==> src/rtl/ram_arb_pkg.sv <==
// Shared types for the even/odd banked RAM port arbiter: request bundle, FSM
// states and the helper that maps a byte address onto the two bank ports.
package ram_arb_pkg;

  localparam logic [15:0] RAM_TOP = 16'h3fff;

  typedef struct packed {
    logic        we;
    logic        wide;
    logic [15:0] addr;
    logic [15:0] wdata;
  } mem_req_t;

  typedef enum logic {
    CLEAR,
    RUN
  } state_t;

  typedef struct packed {
    logic [14:0] even_idx;
    logic [14:0] odd_idx;
    logic        use_even;
    logic        use_odd;
    logic [7:0]  even_data;
    logic [7:0]  odd_data;
  } bank_map_t;

  // Big-endian: the bank holding byte A carries wdata[15:8] on a wide access.
  // An odd wide access spills its low byte into the next even bank word.
  function automatic bank_map_t bank_map(input logic [15:0] addr, input logic wide,
                                         input logic [15:0] wdata);
    bank_map_t m;
    m.odd_idx  = addr[15:1];
    m.even_idx = addr[15:1] + {14'd0, addr[0] & wide};
    m.use_even = wide | ~addr[0];
    m.use_odd  = wide | addr[0];
    if (wide) begin
      m.even_data = addr[0] ? wdata[7:0]  : wdata[15:8];
      m.odd_data  = addr[0] ? wdata[15:8] : wdata[7:0];
    end else begin
      m.even_data = wdata[7:0];
      m.odd_data  = wdata[7:0];
    end
    return m;
  endfunction

endpackage

==> src/rtl/rr_arbiter2.sv <==
// Two-way arbiter: round-robin on a tie (the requester that did not win last
// goes first), or strict m0 priority when FIXED_PRIO is nonzero.
module rr_arbiter2 #(
  parameter int FIXED_PRIO = 0
) (
  input  logic       clk,
  input  logic       rst_n,
  input  logic       en,
  input  logic [1:0] req,
  output logic [1:0] gnt
);

  logic last_q;

  always_comb begin
    gnt = 2'b00;
    if (en) begin
      if (req == 2'b11) begin
        gnt = ((FIXED_PRIO != 0) || last_q) ? 2'b01 : 2'b10;
      end else begin
        gnt = req;
      end
    end
  end

  // Pointer starts as "m1 won last" so m0 takes the first tie.
  always_ff @(posedge clk or negedge rst_n) begin
    if (!rst_n) begin
      last_q <= 1'b1;
    end else if (|gnt) begin
      last_q <= gnt[1];
    end
  end

endmodule

==> src/rtl/ram_port_arbiter.sv <==
// Shares the even/odd byte-banked RAM between the CPU (m0) and DMA (m1) ports.
// Define RAM_CLEAR_EN to zero-fill the RAM after reset while busy is high.
module ram_port_arbiter
  import ram_arb_pkg::*;
#(
  parameter int ADDRBITS   = 10,
  parameter int FIXED_PRIO = 0
) (
  input  logic        clk,
  input  logic        rst_n,
  input  logic        m0_req,
  input  logic        m0_we,
  input  logic        m0_wide,
  input  logic [15:0] m0_addr,
  input  logic [15:0] m0_wdata,
  output logic        m0_ack,
  output logic        m0_err,
  output logic        m0_rvalid,
  output logic [15:0] m0_rdata,
  input  logic        m1_req,
  input  logic        m1_we,
  input  logic        m1_wide,
  input  logic [15:0] m1_addr,
  input  logic [15:0] m1_wdata,
  output logic        m1_ack,
  output logic        m1_err,
  output logic        m1_rvalid,
  output logic [15:0] m1_rdata,
  output logic [14:0] read_addr_even,
  output logic [14:0] write_addr_even,
  output logic [14:0] read_addr_odd,
  output logic [14:0] write_addr_odd,
  output logic [7:0]  write_data_even,
  output logic [7:0]  write_data_odd,
  output logic        write_en_even,
  output logic        write_en_odd,
  input  logic [7:0]  read_data_even,
  input  logic [7:0]  read_data_odd,
  output logic        busy
);

  localparam logic [15:0] RAMBASE = 16'(32'h4000 - (32'd1 << ADDRBITS));

  mem_req_t    m0_bus, m1_bus, sel;
  bank_map_t   map;
  state_t      state_q, state_d;
  logic [1:0]  gnt;
  logic        arb_en, granted, range_err, clearing, clr_done;
  logic        rd_pend_q, rd_owner_q, rd_a0_q, rd_wide_q, rd_err_q;
  logic [14:0] rd_idx_even_q, rd_idx_odd_q;
  logic [15:0] rd_word;

  assign m0_bus = '{we: m0_we, wide: m0_wide, addr: m0_addr, wdata: m0_wdata};
  assign m1_bus = '{we: m1_we, wide: m1_wide, addr: m1_addr, wdata: m1_wdata};

`ifdef RAM_CLEAR_EN
  localparam state_t RESET_STATE = CLEAR;
  logic [ADDRBITS-2:0] clr_idx_q;

  always_ff @(posedge clk or negedge rst_n) begin
    if (!rst_n) begin
      clr_idx_q <= '0;
    end else if (clearing) begin
      clr_idx_q <= clr_idx_q + 1'b1;
    end
  end

  assign clr_done = &clr_idx_q;
  assign busy     = clearing;
`else
  localparam state_t RESET_STATE = RUN;
  assign clr_done = 1'b1;
  assign busy     = 1'b0;
`endif

  always_ff @(posedge clk or negedge rst_n) begin
    if (!rst_n) begin
      state_q <= RESET_STATE;
    end else begin
      state_q <= state_d;
    end
  end

  always_comb begin
    state_d  = state_q;
    clearing = 1'b0;
    case (state_q)
      CLEAR: begin
        clearing = 1'b1;
        if (clr_done) state_d = RUN;
      end
      default: ;
    endcase
  end

  // No grants while reset is asserted or the clear walk owns the banks.
  assign arb_en = rst_n & ~clearing;

  rr_arbiter2 #(
    .FIXED_PRIO(FIXED_PRIO)
  ) u_arb (
    .clk  (clk),
    .rst_n(rst_n),
    .en   (arb_en),
    .req  ({m1_req, m0_req}),
    .gnt  (gnt)
  );

  always_comb begin
    sel       = gnt[1] ? m1_bus : m0_bus;
    map       = bank_map(sel.addr, sel.wide, sel.wdata);
    granted   = |gnt;
    range_err = (sel.addr < RAMBASE) || (sel.addr > RAM_TOP) ||
                (sel.wide && (sel.addr == RAM_TOP));

    write_addr_even = map.even_idx;
    write_addr_odd  = map.odd_idx;
    write_data_even = map.even_data;
    write_data_odd  = map.odd_data;
    write_en_even   = granted & sel.we & ~range_err & map.use_even;
    write_en_odd    = granted & sel.we & ~range_err & map.use_odd;
    read_addr_even  = granted ? map.even_idx : rd_idx_even_q;
    read_addr_odd   = granted ? map.odd_idx  : rd_idx_odd_q;
`ifdef RAM_CLEAR_EN
    if (clearing) begin
      write_addr_even = RAMBASE[15:1] + 15'(clr_idx_q);
      write_addr_odd  = RAMBASE[15:1] + 15'(clr_idx_q);
      write_data_even = 8'h00;
      write_data_odd  = 8'h00;
      write_en_even   = 1'b1;
      write_en_odd    = 1'b1;
    end
`endif
    write_en_even = write_en_even & rst_n;
    write_en_odd  = write_en_odd & rst_n;
  end

  assign m0_ack = gnt[0];
  assign m1_ack = gnt[1];
  assign m0_err = gnt[0] & range_err;
  assign m1_err = gnt[1] & range_err;

  // Capture who gets the read data and how to reassemble it from the banks.
  always_ff @(posedge clk or negedge rst_n) begin
    if (!rst_n) begin
      rd_pend_q     <= 1'b0;
      rd_owner_q    <= 1'b0;
      rd_a0_q       <= 1'b0;
      rd_wide_q     <= 1'b0;
      rd_err_q      <= 1'b0;
      rd_idx_even_q <= '0;
      rd_idx_odd_q  <= '0;
    end else begin
      rd_pend_q <= granted & ~sel.we;
      if (granted) begin
        rd_owner_q    <= gnt[1];
        rd_a0_q       <= sel.addr[0];
        rd_wide_q     <= sel.wide;
        rd_err_q      <= range_err;
        rd_idx_even_q <= map.even_idx;
        rd_idx_odd_q  <= map.odd_idx;
      end
    end
  end

  always_comb begin
    if (rd_err_q) begin
      rd_word = 16'h0000;
    end else if (rd_wide_q) begin
      rd_word = rd_a0_q ? {read_data_odd, read_data_even} : {read_data_even, read_data_odd};
    end else begin
      rd_word = {8'h00, rd_a0_q ? read_data_odd : read_data_even};
    end
  end

  assign m0_rvalid = rd_pend_q & ~rd_owner_q;
  assign m1_rvalid = rd_pend_q & rd_owner_q;
  assign m0_rdata  = m0_rvalid ? rd_word : 16'h0000;
  assign m1_rdata  = m1_rvalid ? rd_word : 16'h0000;

endmodule

==> config.mk <==
export PLATFORM = sky130hd
export DESIGN_NAME = ram_port_arbiter
export DESIGN_NICKNAME = d
export VERILOG_FILES = /design/src/rtl/ram_arb_pkg.sv /design/src/rtl/rr_arbiter2.sv /design/src/rtl/ram_port_arbiter.sv
export SDC_FILE = /design/constraint.sdc
export NUM_CORES = 1
export LEC_CHECK = 0
export CAP_MARGIN = 20
export CORE_MARGIN = 5
export CORE_UTILIZATION = 38
export DETAILED_ROUTE_END_ITERATION = 10
export GPL_TIMING_DRIVEN = 0
export PLACE_DENSITY = 0.87
export SLEW_MARGIN = 20
export SYNTH_ARGS = -nofsm -noshare
export SYNTH_HDL_FRONTEND = slang
export SYNTH_SLANG_ARGS = --single-unit
==> constraint.sdc <==
create_clock -name clk -period 4.8 [get_ports clk]
set_input_delay 0.72 -clock clk [delete_from_list [all_inputs] [get_ports clk]]
set_output_delay 0.72 -clock clk [all_outputs]
set_load 0.1 [all_outputs]
# Word level (Yosys, flattened, before mapping)
# Cells that the tools add are included.
# totals
register_bits	36
out_inout_bits	117
n_memories	0
rom_bits	0
mem_bits_rw	0
input_bits	88
latch_bits	0
word_cells	50
# classes
n_lt_le_gt_ge	2
div_mod_pow	0
n_reduce_logical	4
mux	15
shifts	0
multipliers	0
n_eq_ne	2
n_bitwise	18
n_addsub	1
# op_table
cell	count
two-way mux 16 bit	6
two-way mux 34 bit	1
two-way mux 15 bit	2
two-way mux 8 bit	3
equality test 16 x 14 -> 1 bit, second input constant	1
greater-than comparator 16 x 14 -> 1 bit, second input constant	1
less-than comparator 16 x 14 -> 1 bit, second input constant	1
adder 15 x 1 -> 15 bit	1
AND 1 bit	12
two-way mux 2 bit	3
inverter 1 bit	4
equality test 2 bit, second input constant	1
logical OR 1 bit	2
OR 1 bit	2
OR reduction 2 bit	1
logical AND 1 bit	1

# Depth between registers and ports, before layout
# Gate-level depths: netlist of run 1.
# logic_depth
depth_word	11
depth_mapped	12
ltp_nobuf	10

# Modules after synthesis
# A second synthesis of run 1 with hierarchy kept.
# unflattened
cells_unflattened	352
hier_area_um2	3301.9
# modules_own_cells
module	instances	area_each_um2	seq_area_each_um2	cells_each
ram_port_arbiter	1	3239.4	875.8	344
rr_arbiter2	1	62.6	26.3	8

# Least setup slack after synthesis of run 1
# Ideal clock, no wire load.
# synth_timing
path_type	input to output
startpoint	input m1_req
endpoint	output read_addr_even[14]
required_time_ns	4.080
path_buffers	1
arrival_ns	4.961
setup_slack_ns	-0.881
path_stages	10
cell_sequence	a21boi_4 > nand2_8 > mux2i_4 > buf_6 > ha_1 > ha_1 > nand2_1 > o32ai_1 > a31oi_1 > o31ai_1
# synth_between
elab_chain_cells	7
elab_cells_between_ends	8
classes_between	add/sub: 1; eq/ne: 1; mux: 4; bitwise: 1; reduce/logical: 1
# synth_lines
element	line_no	source
start: declaration	ram_port_arbiter.sv:20	input logic m1_req,
equality test 2 bit	rr_arbiter2.sv:18	if (req == 2'b11) begin
two-way mux 2 bit *	rr_arbiter2.sv:18	
two-way mux 2 bit *	rr_arbiter2.sv:17	if (en) begin
two-way mux 34 bit	ram_port_arbiter.sv:110	sel = gnt[1] ? m1_bus : m0_bus;
AND 1 bit	ram_arb_pkg.sv:34	m.even_idx = addr[15:1] + {14'd0, addr[0] & wide};
adder 15 x 1 -> 15 bit	ram_arb_pkg.sv:34	
two-way mux 15 bit *	--	
end: declaration	ram_port_arbiter.sv:29	output logic [14:0] read_addr_even,
# Every way passes the cells marked *; elsewhere a longest branch is shown, timed or not.

==> results of run 1 <==
## cell usage in the layout (no fill, tap or decap), drive strengths merged, types with 2 or more instances in the layout
cell type / netlist / layout
clkdlybuf4s15: 0 / 11
dfrtp: 35 / 35
ha: 2 / 2
nor3: 4 / 4
and2: 3 / 3
nand3: 9 / 9
nand2b: 4 / 4
a32oi: 2 / 2
inv: 9 / 9
or4: 2 / 2
mux2i: 71 / 71
mux2: 17 / 17
buf: 28 / 44
a21bo: 2 / 2
and4: 2 / 2
o21ai: 10 / 10
dlygate4sd2: 0 / 8
xor2: 8 / 8
dlymetal6s2s: 0 / 10
o32a: 2 / 2
nor2b: 2 / 2
a21boi: 3 / 3
a31oi: 5 / 5
nor2: 48 / 48
o22ai: 2 / 2
o211ai: 3 / 3
a21oi: 9 / 9
nand2: 68 / 68
and3: 5 / 5
xnor2: 3 / 3
o31ai: 2 / 2
clkbuf: 7 / 14
clkdlybuf4s50: 0 / 161
nand4: 12 / 12
## layout make-up
class / instances / area [µm²] / share of cell area, %
Clock buffer: 7 / 96.3 / 1.67
Sequential cell: 36 / 902 / 15.7
Tap cell: 108 / 135 / 2.35
Inverter: 9 / 36.3 / 0.630
Timing Repair Buffer: 206 / 2060 / 35.7
Clock inverter: 1 / 30.0 / 0.522
Buffer: 35 / 230 / 4.00
Multi-Input combinational cell: 313 / 2270 / 39.4
## cell families after synthesis
logic type / Yosys count / synth area share [%]
fa+ha+maj: 2 / 0.747
buf+inv: 44 / 7.84
compound gates: 47 / 10.7
other cells: 1 / 0.112
flops: 36 / 26.9
simple gates: 163 / 22.7
xor+xnor: 11 / 2.88
mux: 89 / 28.1
## registers in the layout, indices dropped and copies added, names as in the netlist
register	count
rd_idx_even_q	15
rd_idx_odd_q	15
rd_a0_q	1
rd_err_q	1
rd_owner_q	1
rd_pend_q	1
rd_wide_q	1
u_arb.last_q	1
## where the power goes
group | total, µW | switching (µW) | internal [µW] | leakage, µW
logic | 1130 | 831 | 302 | 0.00201
clock network | 298 | 115 | 183 | 0.0000645
registers | 360 | 14.1 | 346 | 0.000431
total | 1790 | 960 | 831 | 0.00251
## repair_timing
action | in CTS | in global routing
resized for setup | 116 | 10
buffers inserted | 2 | 0
endpoints found under the setup margin | 33 | 33
pin swaps | 0 | 1
## worst min-delay path by stage
stage	to	slack [ns]	cells past startpoint
after detailed placement	rd_idx_odd_q[0]	0.46	2
after global placement	rd_idx_even_q[8]	0.46	2
final	rd_idx_odd_q[2]	0.32	1
after floorplan	rd_a0_q	0.42	0
after CTS	rd_idx_even_q[2]	0.33	1
after global routing	rd_idx_even_q[2]	0.34	1
## layer usage
metal | share of wire (%) | GRT usage [%] | routed length, µm
met5 | 0 | 0 | 0
met4 | 2.4 | 7.49 | 326
met3 | 6.3 | 4.90 | 843
met2 | 51 | 41.3 | 6840
met1 | 40 | 29.5 | 5400
## metrics by stage
stage	cell area, µm²	instances
4_1_cts	5730	715
2_1_floorplan	3410	393
3_3_place_gp	5580	704
5_1_grt	5760	715
6_report	5760	715
3_5_place_dp	5600	705
==> metrics, run 1 <==
Slowest-stage cell, CP or4_1; R2R setup slack 1.74 ns; Finish-stage setup viols 0; Synth top area share 26.1%; Hold Path Class input port to asynchronous set/reset pin; reg2reg path depth 11; commonest cells in the netlist mux2i_1, nand2_1, nor2_1; nets 696; Crit path depth 13; Synth Instances 393; clock root buffer clkbuf_8; Final ANT Viol Nets 0; # port buffers 203; Avg WL per Cell 18.8 µm; Crit Reg-Reg Endpoint rd_idx_even_q[9]; crit end category output pin; ys flop type dfrtp_1; first-pass GRT wire length 21300 µm; cts bufs inserted 5; Starting Density 38.6%; CP startpoint m1_req; grt ovf 0; hold_buf cts 0; f_max 219 MHz; final wirelength 13400 µm; Final period util 95.3%; CTS tree done; Yosys top cell by area dfrtp_1; worst reg2reg path startpoint u_arb.last_q; CP Cell Sequence dlygate4sd2_1 > a21boi_4 > nand2_8 > inv_4 > buf_6 > mux2_2 > ha_2 > ha_4 > nand2_1 > o32a_4 > or4_1 > o211ai_1 > buf_6; synthesized cell area 3350 µm²; Fin. Hold Viols 0; H-tree Lvls 2; All-Layer GR Usage 23.8%; Yosys reg bits 36; share of layout cells above drive strength 1 17.1%; largest net degree at the start of global routing 30; status finished, final reports clean; Critical Path Start Type input port; Max Slew Vio Count 0; top-count cell post-synth mux2i_1; Post-DP HPWL 10800 µm; Worst Setup EP read_addr_even[10]; Hold Worst Slack 0.323 ns; clk_lat worst skew 0.29 ns; CP Class input port to output pin; area added between synthesis and finish 71.8%; Syn Nets 483; worst slew pin tran 1.01 ns; Top cell by count, worst path buf_6; VDD IR-drop max 236 µV; chip width 104 µm; Core Box Area 8680 µm²; initial antenna violation count 0; Via density 5.45; post-place setup slack -1.30 ns; Vias 3895; clk_skew 0.00697 ns; Final TNS setup 0 ns; Tot Pwr 1790 µW; Post-synth EDFFs 0; Fillers 721; Pre-Repair DR Iteration Count 5; DRC Markers 0; Leak 0.00251 µW; CP bufs+invs 4; Slew HR 32.3%; register area share after synthesis 26.9%; gpl congestion 0.862; WP data arrival 3.86 ns; Sink Count 36; cell family with most CP delay buffers and inverters; asr flop ratio synth 100%; PwrDens 311 nW/µm²; crit-path max FO 10; max cap viols 0; CP required 4.08 ns; vias in the first global route 4189; Synth Warn # 0; Synth area leaders dfrtp_1, mux2i_1, nand2_1, mux2_2, nor2_1; DR iter-0 viols 245; std cell rows 34; Worst Slack Setup Final 0.224 ns; RSZ-0062 raised after global routing false; maximum root-to-sink buffer count 2; count of cell types in the netlist 58; Tmin final 4.58 ns; Util after Layout 66.3%; worst stage delay on the critical path 0.52 ns; CTS clk-pin slew, worst paths 0.08 ns; Synth Area per Inst 8.53 µm²; Antenna diodes 0; IO Pins 205; Die Footprint 10800 µm²; die height 104 µm
No activity file was read; power rests on OpenSTA's default activity.
==> run 2, diff against run 1 <==
--- a/config.mk
+++ b/config.mk
@@ -10,6 +10,7 @@
 export CORE_UTILIZATION = 38
 export DETAILED_ROUTE_END_ITERATION = 10
 export GPL_TIMING_DRIVEN = 0
+export MAX_ROUTING_LAYER = met4
 export PLACE_DENSITY = 0.87
 export SLEW_MARGIN = 20
 export SYNTH_ARGS = -nofsm -noshare
==> run 2 against run 1 <==
Against the previous run:
- total power fell by 0.12%
- cell count did not move
- count of clock-buffer cells in the layout did not move
- clock skew barely moved
==> metrics, run 2 (synthesis results as in run 1) <==
clk_skew 0.00657 ns (-0.000398 ns); IO Pins 205 (unchanged); placed cell count 705 (unchanged); crit end category output pin; share of layout cells above drive strength 1 17.1% (unchanged); DR iter-0 viols 255 (+4.1%); cell family with most CP delay buffers and inverters; worst stage delay on the critical path 0.52 ns (about the same); final non-filler cell total 715 (unchanged); largest registers rd_idx_even_q: 15 flops, rd_idx_odd_q: 15 flops; Hold Worst Slack 0.324 ns (+0.000688 ns); CP Cell Sequence dlygate4sd2_1 > a21boi_4 > nand2_8 > inv_4 > buf_6 > mux2_2 > ha_2 > ha_4 > nand2_1 > o32a_4 > or4_1 > o211ai_1 > buf_6; WP data arrival 3.86 ns (about the same); die height 104 µm (unchanged); VDD IR-drop max 236 µV (+0.11%); Via density 5.42 (-0.44%); Finish-stage setup viols 0 (unchanged); worst reg2reg path startpoint u_arb.last_q; CTS tree done; crit-path max FO 10 (unchanged); All-Layer GR Usage 24.5% (+0.63 points); Top cell by count, worst path buf_6; nets 696 (unchanged); worst slew pin tran 1.01 ns (-0.00662 ns); largest net degree at the start of global routing 30 (unchanged); RSZ-0062 raised after global routing false; DRC Markers 0 (unchanged); Slowest-stage cell, CP or4_1; Tot Pwr 1790 µW (-0.12%); status finished, final reports clean; Sink Count 36 (unchanged); Die Footprint 10800 µm² (unchanged); clock root buffer clkbuf_8; Fin. Hold Viols 0 (unchanged); Leak 0.00251 µW (unchanged); CP startpoint m1_req; Util after Layout 66.3% (unchanged); Tmin final 4.58 ns (+0.00244 ns); Avg WL per Cell 18.7 µm (-0.46%); cts bufs inserted 5 (unchanged); std cell rows 34 (unchanged); Antenna diodes 0 (unchanged); grt ovf 0 (unchanged); f_max 218 MHz (about the same); first-pass GRT wire length 21300 µm (about the same); Core Box Area 8680 µm² (unchanged); hold_buf cts 0 (unchanged); commonest non-fill, non-tap cells in the layout clkdlybuf4s50_1, mux2i_1, nand2_1, nor2_1, dfrtp_1; Vias 3878 (-0.44%); final wirelength 13300 µm (-0.46%); initial antenna violation count 0 (unchanged); clk_lat worst skew 0.29 ns (about the same); chip width 104 µm (unchanged); CP bufs+invs 4 (unchanged); max cap viols 0 (unchanged); Final period util 95.4% (about the same); area added between synthesis and finish 71.8% (unchanged); PwrDens 311 nW/µm² (-0.12%); Slew HR 32.6% (+0.34 points); vias in the first global route 4208 (+0.45%); gpl congestion 0.876 (+1.6%); H-tree Lvls 2 (unchanged); CP required 4.08 ns (about the same); maximum root-to-sink buffer count 2 (unchanged); Hold Path Class input port to asynchronous set/reset pin; Post-DP HPWL 10800 µm (unchanged); Final TNS setup 0 ns (unchanged); # port buffers 203 (unchanged); Pre-Repair DR Iteration Count 5 (unchanged); Starting Density 38.6% (unchanged); most common cell after layout, fill and taps aside clkdlybuf4s50_1; Max Slew Vio Count 0 (unchanged); CP Class input port to output pin; Final ANT Viol Nets 0 (unchanged); CTS clk-pin slew, worst paths 0.07 ns (about the same); Critical Path Start Type input port
## run 2: cell counts in the layout (fill, tap and decap cells not counted)
Identical to the previous run, type by type.
## run 2: final cells by class
| cell class | count | area [µm²] |
|---|---|---|
| Buffer | 35 | 230 |
| Clock inverter | 1 | 30.0 |
| Multi-Input combinational cell | 313 | 2270 |
| Tap cell | 108 | 135 |
| Sequential cell | 36 | 902 |
| Fill cell | 721 | 2920 |
| Inverter | 9 | 36.3 |
| Timing Repair Buffer | 206 | 2060 |
| Clock buffer | 7 | 96.3 |
## run 2: layer usage
metal  vias to the layer above  global-route usage [%]  wire length [µm]
met4                         0                    7.77               346
met2                       182                    41.3              6780
met5                         -                       -                 0
met3                        36                    3.79               821
li1                       1806                       -                 -
met1                      1854                    30.0              5400
## run 2: through the flow
stage	cell area, µm²	setup WS [ns]
after global placement	5580	-2.57
after CTS	5730	-0.0146
after floorplan	3410	-0.151
after detailed placement	5600	-1.30
after global routing	5760	0.0593
final	5760	0.221
## run 2: path summary, 6_finish.rpt
check | to | depth (start not counted) | slack, ns
worst min-delay path | rd_idx_odd_q[2] | 1 | 0.32
worst min register to register | rd_idx_odd_q[0] | 2 | 0.48
worst max register to register | rd_idx_even_q[10] | 11 | 1.75
min in group clk | rd_idx_odd_q[0] | 2 | 0.48
max in group asynchronous | u_arb.last_q | 2 | 3.92
worst max-delay path | read_addr_even[10] | 13 | 0.22
## run 2: power by group
part	switching, µW	internal (µW)	leakage, µW	total (µW)
Combinational	830	302	0.00201	1130
Clock	113	183	0.0000645	297
Sequential	14.0	346	0.000431	360
Total	958	831	0.00251	1790
## run 2: what timing repair did
action / CTS / global route
endpoints found under the setup margin: 33 / 33
pin swaps: 0 / 1
resized for setup: 116 / 10
setup buffers: 2 / 0
